## src/rtl/apb_pkg.sv

```systemverilog
// Shared APB definitions: bus widths, completer FSM states and the read/write encodings
// also used by the bus master.
package apb_pkg;

  localparam int unsigned APB_AW = 32;
  localparam int unsigned APB_DW = 32;

  typedef enum logic [1:0] {
    StIdle = 2'd0,
    StWait = 2'd1,
    StDone = 2'd2
  } apb_state_e;

  typedef enum logic [1:0] {
    RwRead  = 2'b01,
    RwWrite = 2'b11
  } apb_rw_e;

  // $clog2 clamped to at least one bit so degenerate parameters still yield legal vectors.
  function automatic int unsigned clog2_min1(input int unsigned n);
    return (n <= 1) ? 1 : $clog2(n);
  endfunction

endpackage

```

## src/rtl/apb_regbank.sv

```systemverilog
// Register storage for the APB completer: one synchronous write port, one registered read
// port that returns zero whenever no read is requested, and a live view of register 0.
module apb_regbank #(
  parameter int unsigned NumRegs = 8,
  parameter int unsigned IdxW    = 3
) (
  input  logic            clk_i,
  input  logic            rst_i,
  input  logic            we_i,
  input  logic [IdxW-1:0] widx_i,
  input  logic [31:0]     wdata_i,
  input  logic            re_i,
  input  logic [IdxW-1:0] ridx_i,
  output logic [31:0]     rdata_o,
  output logic [31:0]     reg0_o
);

  logic [31:0] mem_q [NumRegs];
  logic [31:0] rdata_q;

  always_ff @(posedge clk_i) begin
    if (rst_i) begin
      for (int i = 0; i < int'(NumRegs); i++) begin
        mem_q[i] <= '0;
      end
      rdata_q <= '0;
    end else begin
      if (we_i) begin
        mem_q[widx_i] <= wdata_i;
      end
      rdata_q <= re_i ? mem_q[ridx_i] : '0;
    end
  end

  assign rdata_o = rdata_q;
  assign reg0_o  = mem_q[0];

endmodule

```

## src/rtl/apb_slave_regfile.sv

```systemverilog
// APB3 completer with a small register file, programmable wait states and out-of-range
// error response. Register 0 is exported as ctrl_out.
module apb_slave_regfile
  import apb_pkg::*;
#(
  parameter int unsigned        NUM_REGS    = 8,
  parameter int unsigned        WAIT_STATES = 1,
  parameter logic [APB_AW-1:0]  BASE_ADDR   = '0
) (
  input  logic              pclk,
  input  logic              preset,
  input  logic              psel,
  input  logic              penable,
  input  logic              pwrite,
  input  logic [APB_AW-1:0] paddr,
  input  logic [APB_DW-1:0] pwdata,
  output logic [APB_DW-1:0] prdata,
  output logic              pready,
  output logic              pslverr,
  output logic [APB_DW-1:0] ctrl_out
);

  localparam int unsigned   IdxW     = clog2_min1(NUM_REGS);
  localparam int unsigned   CntW     = clog2_min1(WAIT_STATES + 1);
  localparam bit            ZeroWait = (WAIT_STATES == 0);
  localparam logic [CntW-1:0] CntInit = CntW'((WAIT_STATES == 0) ? 0 : WAIT_STATES - 1);

  apb_state_e        state_q;
  logic [CntW-1:0]   cnt_q;
  logic [IdxW-1:0]   idx_q;
  logic              valid_q;
  apb_rw_e           rw_q;
  logic [APB_DW-1:0] wdata_q;
  logic              pready_q;
  logic              pslverr_q;

  // Address decode; the 32-bit subtraction wraps on underflow, so paddr < BASE_ADDR is
  // rejected explicitly rather than relying on the word index.
  logic [APB_AW-1:0] offset;
  logic [APB_AW-1:0] word;
  logic              dec_valid;
  logic [IdxW-1:0]   dec_idx;

  assign offset    = paddr - BASE_ADDR;
  assign word      = offset >> 2;
  assign dec_valid = (paddr >= BASE_ADDR) && (word < NUM_REGS);
  assign dec_idx   = word[IdxW-1:0];

  logic            setup;
  logic            rd_en;
  logic            wr_en;
  logic [IdxW-1:0] rd_idx;

  assign setup = psel && !penable;

  // Read data is captured on the edge entering DONE; writes commit on the edge leaving it.
  always_comb begin
    rd_en  = 1'b0;
    wr_en  = 1'b0;
    rd_idx = idx_q;
    unique case (state_q)
      StIdle: begin
        rd_idx = dec_idx;
        rd_en  = ZeroWait && setup && !pwrite && dec_valid;
      end
      StWait: rd_en = psel && (cnt_q == '0) && (rw_q == RwRead) && valid_q;
      StDone: wr_en = psel && penable && pwrite && valid_q;
      default: ;
    endcase
  end

  always_ff @(posedge pclk) begin
    if (preset) begin
      state_q   <= StIdle;
      cnt_q     <= '0;
      idx_q     <= '0;
      valid_q   <= 1'b0;
      rw_q      <= RwRead;
      wdata_q   <= '0;
      pready_q  <= 1'b0;
      pslverr_q <= 1'b0;
    end else begin
      pready_q  <= 1'b0;
      pslverr_q <= 1'b0;
      unique case (state_q)
        StIdle: begin
          if (setup) begin
            idx_q   <= dec_idx;
            valid_q <= dec_valid;
            rw_q    <= pwrite ? RwWrite : RwRead;
            wdata_q <= pwdata;
            if (ZeroWait) begin
              state_q   <= StDone;
              pready_q  <= 1'b1;
              pslverr_q <= !dec_valid;
            end else begin
              cnt_q   <= CntInit;
              state_q <= StWait;
            end
          end
        end
        StWait: begin
          if (!psel) begin
            state_q <= StIdle;
          end else if (cnt_q == '0) begin
            state_q   <= StDone;
            pready_q  <= 1'b1;
            pslverr_q <= !valid_q;
          end else begin
            cnt_q <= cnt_q - 1'b1;
          end
        end
        StDone:  state_q <= StIdle;
        default: state_q <= StIdle;
      endcase
    end
  end

  apb_regbank #(
    .NumRegs (NUM_REGS),
    .IdxW    (IdxW)
  ) u_regbank (
    .clk_i   (pclk),
    .rst_i   (preset),
    .we_i    (wr_en),
    .widx_i  (idx_q),
    .wdata_i (wdata_q),
    .re_i    (rd_en),
    .ridx_i  (rd_idx),
    .rdata_o (prdata),
    .reg0_o  (ctrl_out)
  );

  assign pready  = pready_q;
  assign pslverr = pslverr_q;

endmodule

```

## config.mk

```make
export PLATFORM = sky130hd
export DESIGN_NAME = apb_slave_regfile
export DESIGN_NICKNAME = d
export VERILOG_FILES = /design/src/rtl/apb_pkg.sv /design/src/rtl/apb_regbank.sv /design/src/rtl/apb_slave_regfile.sv
export SDC_FILE = /design/constraint.sdc
export NUM_CORES = 1
export LEC_CHECK = 0
export ABC_AREA = 1
export CAP_MARGIN = 40
export CORE_MARGIN = 2
export CORE_UTILIZATION = 33
export CTS_BUF_LIST = sky130_fd_sc_hd__clkbuf_2 sky130_fd_sc_hd__clkbuf_4 sky130_fd_sc_hd__clkbuf_8
export DETAILED_ROUTE_END_ITERATION = 8
export SYNTH_ARGS = -nofsm -noshare
export SYNTH_HDL_FRONTEND = slang
export SYNTH_SLANG_ARGS = --single-unit
```

## constraint.sdc

```tcl
create_clock -name pclk -period 2.9 [get_ports pclk]
set_clock_uncertainty 0.2 [all_clocks]
set_input_delay 0.435 -clock pclk [delete_from_list [all_inputs] [get_ports pclk]]
set_output_delay 0.435 -clock pclk [all_outputs]
set_load 0.05 [all_outputs]
```

# [Word-level counts from Yosys, hierarchy flattened]
# Memories as Yosys holds them, arrays and structs flattened. A register that Yosys moved wholly into a read port is not among the register bits.
# Cells that the tools add are included.
[word_totals] ram_bits=256 mem_count=1 reg_bits=43 elab_cells=62 input_bits=69
[op_classes] n_eq_ne=6 reduce_logical=19 bitwise=4 muxes=21 addsub=1 n_lt_le_gt_ge=2
[mem_list] memory="u_regbank.mem_q" words=8 word_bits=32 rd=2 rd_clocked_by_memory_dff=1 write_ports=8 line_no="apb_regbank.sv:18" text="logic [31:0] mem_q [NumRegs];"
[ops] op="$ge 32x1->1 const B" n=1
[ops] op="$mux 32" n=1
[ops] op="$reduce_or 32->1" n=1
[ops] op="$lt 30x4->1 const B" n=1
[ops] op="$mux 1" n=12
[ops] op="$logic_and 1x1->1" n=8
[ops] op="$mux 2" n=4
[ops] op="$mux 3" n=2
[ops] op="$eq 2x1->1 const B" n=2
[ops] op="$ne 2x2->1 const B" n=2
[ops] op="$not 1->1" n=4
[ops] op="$pmux 2 s2" n=1
[ops] op="$reduce_and 2->1" n=2
[ops] op="$reduce_or 4->1" n=1
[ops] op="$ne 3x3->1 const B" n=1
[ops] op="$reduce_and 3->1" n=1
[ops] op="$reduce_or 3->1" n=1
[ops] op="$eq 2x2->1 const B" n=1
[ops] op="$logic_not 1->1" n=2
[ops] op="$logic_not 2->1" n=1
[ops] op="$pmux 1 s2" n=1
[ops] op="$reduce_bool 2->1" n=1
[ops] op="$reduce_or 2->1" n=1
[ops] op="$sub 1x1->1 const B" n=1

# [Longest topological paths before layout]
[logic_depth] depth_word=9 depth_mapped=11 depth_no_buf=9

# [Hierarchy]
# A second synthesis with hierarchy kept.
[hier_totals] cells_unflattened=1697 hier_area_um2=14816.7
[by_module_without_submodules] mod="apb_regbank" area_each_um2=13233.9 cells_per_inst=1483 seq_area_each_um2=8328.0 n_inst=1
[by_module_without_submodules] mod="apb_slave_regfile" area_each_um2=1582.8 cells_per_inst=214 seq_area_each_um2=820.8 n_inst=1

# [Worst setup path after synthesis]
# OpenSTA, ideal clock, no wires.
[synth_path] path_type="in2reg" from="input port psel" to="memory u_regbank.mem_q[0][0] (enable)" arrival_time_ns=2.025 stages=5 slack_ns=0.285 setup_ns=0.389 path_cell_list="nand4_1 nor4_4 nand3_1 clkbuf_1 nand2_1"
[synth_rtl] element="start, declared" line_no="apb_slave_regfile.sv:12" text="input logic psel,"
[synth_rtl] element="end, declared" line_no="apb_regbank.sv:18"

==> reports/qor.yml <==
placement:
  place_area_um2: 17000
  port_buffers: 132
  dp.cells: 2345
  gp_congestion: 0.756
  post-dp-hpwl_um: 24000
  pre_cts_ws_ns: 0.314
setup_path:
  setup.worst_path.end_class: "output port"
  path_cells: "clkdlybuf4s50_1"
  critical_path.top_delay_family: "buffers and inverters"
  critPathMaxFanout: 2
  critPathSlowestCell: "clkdlybuf4s50_1"
  critPathKind: "reg2out"
  startpoint_type: "flop"
  max_stage_delay_ns: 0.84
  crit_buf_inv: 1
  critPathArrivalTime_ns: 1.82
  worstPathRequired_ns: 2.27
clock_tree:
  hold_buffers: 0
  clockBufferDepth: 3
  clk_pin_slew_worst_paths_ns: 0.06
  clock_latency_ns: 0.64
  cts_tree: "built"
  cts_root_buf: "clkbuf_8"
  htreeDepth: 2
  post_cts_resized: 0
  postCtsSetupRepairBufs: 0
  cts_buffers: 54
  clock_sinks: 329
timing:
  setup_viol: 0
  setup_ws_ns: 0.442
  rsz0062_at_grt: "false"
  relSlewSlack: 0.612
  fmax_mhz: 407
  tightest_slew_ns: 0.580
  period_needed_ns: 2.46
  timing.final.crit_share: 0.848
  slew_viol_final: 0
  whs_ns: 0.239
  hold_viol: 0
  final.setup.tns_ns: 0
yosys:
  yosys_warnings: 0
  yosysTopAreaCellShare: 0.525
  syn_avg_cell_area_um2: 8.83
  synthCells: 1658
  synth_edf_count: 256
  synth_area_um2: 14600
  ys_top_cells_by_area: "edfxtp_1 (53%), dfxtp_1 (10%), nand3_1 (9.1%), nor2_1 (8.8%), inv_1 (6.8%)"
  seq_area_frac_synth: 0.625
  synth_common_cells: "nor2_1 (342), nand3_1 (266), inv_1 (265)"
  ys_types: 21
  ys_ff_latch: 329
  synthArstFlopShare: 0
  synth_top_flop_cell: "edfxtp_1"
  synth_nets: 1727
  synth_most_common_cell: "nor2_1"
  yosysTopAreaCell: "edfxtp_1"
power:
  peakVddDrop_v: 0.000345
  p_leak_nw: 7.43
  totalPowerFinal_mw: 10.6
  cellPowerDensity_nw_per_um2: 583
global_route:
  grt_overflow_total: 0
  grt_max_degree: 65
  grt_use_total: 0.176
  grt_pass1_wl_um: 62500
  antenna_found_initial: 0
  grt_pass1_vias: 11200
routing:
  wl_per_cell_um: 16.6
  drt_first_iter_violations: 972
  first_pass_iters: 5
  ant_nets: 0
  drc_errors: 0
  vias: 11400
  drt-total-wl_um: 40500
  vias_per_cell: 4.66
finish:
  fillerInstances: 4321
  fin_cells: 2446
  utilization: 0.411
  fin_area_um2: 18100
  antenna_cells: 0
  layout-drive-gt1-share: 0.0858
  syn_to_final_growth_pct: 23.8
  fin_nets: 1878
floorplan:
  rows: 77
  die_h_um: 215
  dieArea_um2: 46000
  start_util: 0.332
  die_w_um: 215
  io_pins: 135
  coreArea_um2: 44000
worst_hold_path:
  hold_path_class: "in2reg"
status:
  status: "completed"
run:
  drv_cap: 0
==> worst register-to-register path, stage by stage, from the launching register on <==
cell     delay (ns)
dfxtp_1        0.35
nor2_2         0.38
nand2_1        0.15
nand2_2        0.37
buf_12         0.23
nand2_1        0.07
nand3_1        0.09
nand2_1        0.06
nor2_1         0.14
nor2_1         0.08
==> area by class of cell <==
class,count,area [µm²],share of cell area
well taps,592,741,0.0409
repair buffers,187,1970,0.109
inverters,298,1120,0.0617
flip-flops and latches,329,9150,0.505
clock inverters,14,67.6,0.00373
clock buffers,87,1050,0.0578
multi-input cells,939,4020,0.222
==> cells in the final DEF (no fill, tap or decap), types with 24 or more instances in the layout <==
cell and instances:
o21ai_0 39, inv_1 265, nand3_1 266, clkdlybuf4s50_1 132, clkbuf_4 24, buf_4 36, edfxtp_1 256, nor2_1 341
nand2_1 242, clkbuf_8 63, dfxtp_1 73, clkinv_1 41, a21oi_1 36
==> cell families after synthesis <==
kind of cell | Yosys count | synth area share
and+or+nand+nor | 862 | 0.246
DFF | 329 | 0.625
AOI/OAI and AO/OA | 77 | 0.0268
buffers and inverters | 390 | 0.102
==> flip-flops by register name, summed over array words and instances, names as in the netlist <==
name	flops
u_regbank.rdata_o	32
pslverr	1
state_q	2
pready	1
wdata_q	32
idx_q	3
u_regbank.mem_q	256
rw_q	1
valid_q	1
==> path summary, 6_finish.rpt <==
path | slack [ns] | from | cells after the start | to
worst min-delay path | 0.24 | pwdata[13] | 3 | wdata_q[13]$_SDFFE_PP0P_
worst min register to register | 0.29 | valid_q$_SDFFE_PP0P_ | 1 | pslverr$_SDFF_PP0_
worst max-delay path | 0.44 | u_regbank.mem_q[0][3]$_SDFFCE_PN0P_ | 1 | ctrl_out[3]
worst max register to register | 0.66 | state_q[0]$_SDFFE_PP0P_ | 9 | u_regbank.rdata_o[21]$_SDFF_PP0_
==> metal layers <==
layer  GRT usage  routed length (µm)  vias to the layer above
li1            -                   -                     5554
met1       0.220               16500                     5309
met2       0.301               19300                      468
met3      0.0363                3570                       77
met4      0.0681                1090                        0
met5           0                   0                        -
==> power by group <==
group	leakage, nW	switching (mW)	internal (mW)
combinational	3.62	0.754	0.392
sequential	3.22	0.0519	5.23
clock	0.595	1.86	2.28
Note: power is estimated with default switching activity, not from simulation.
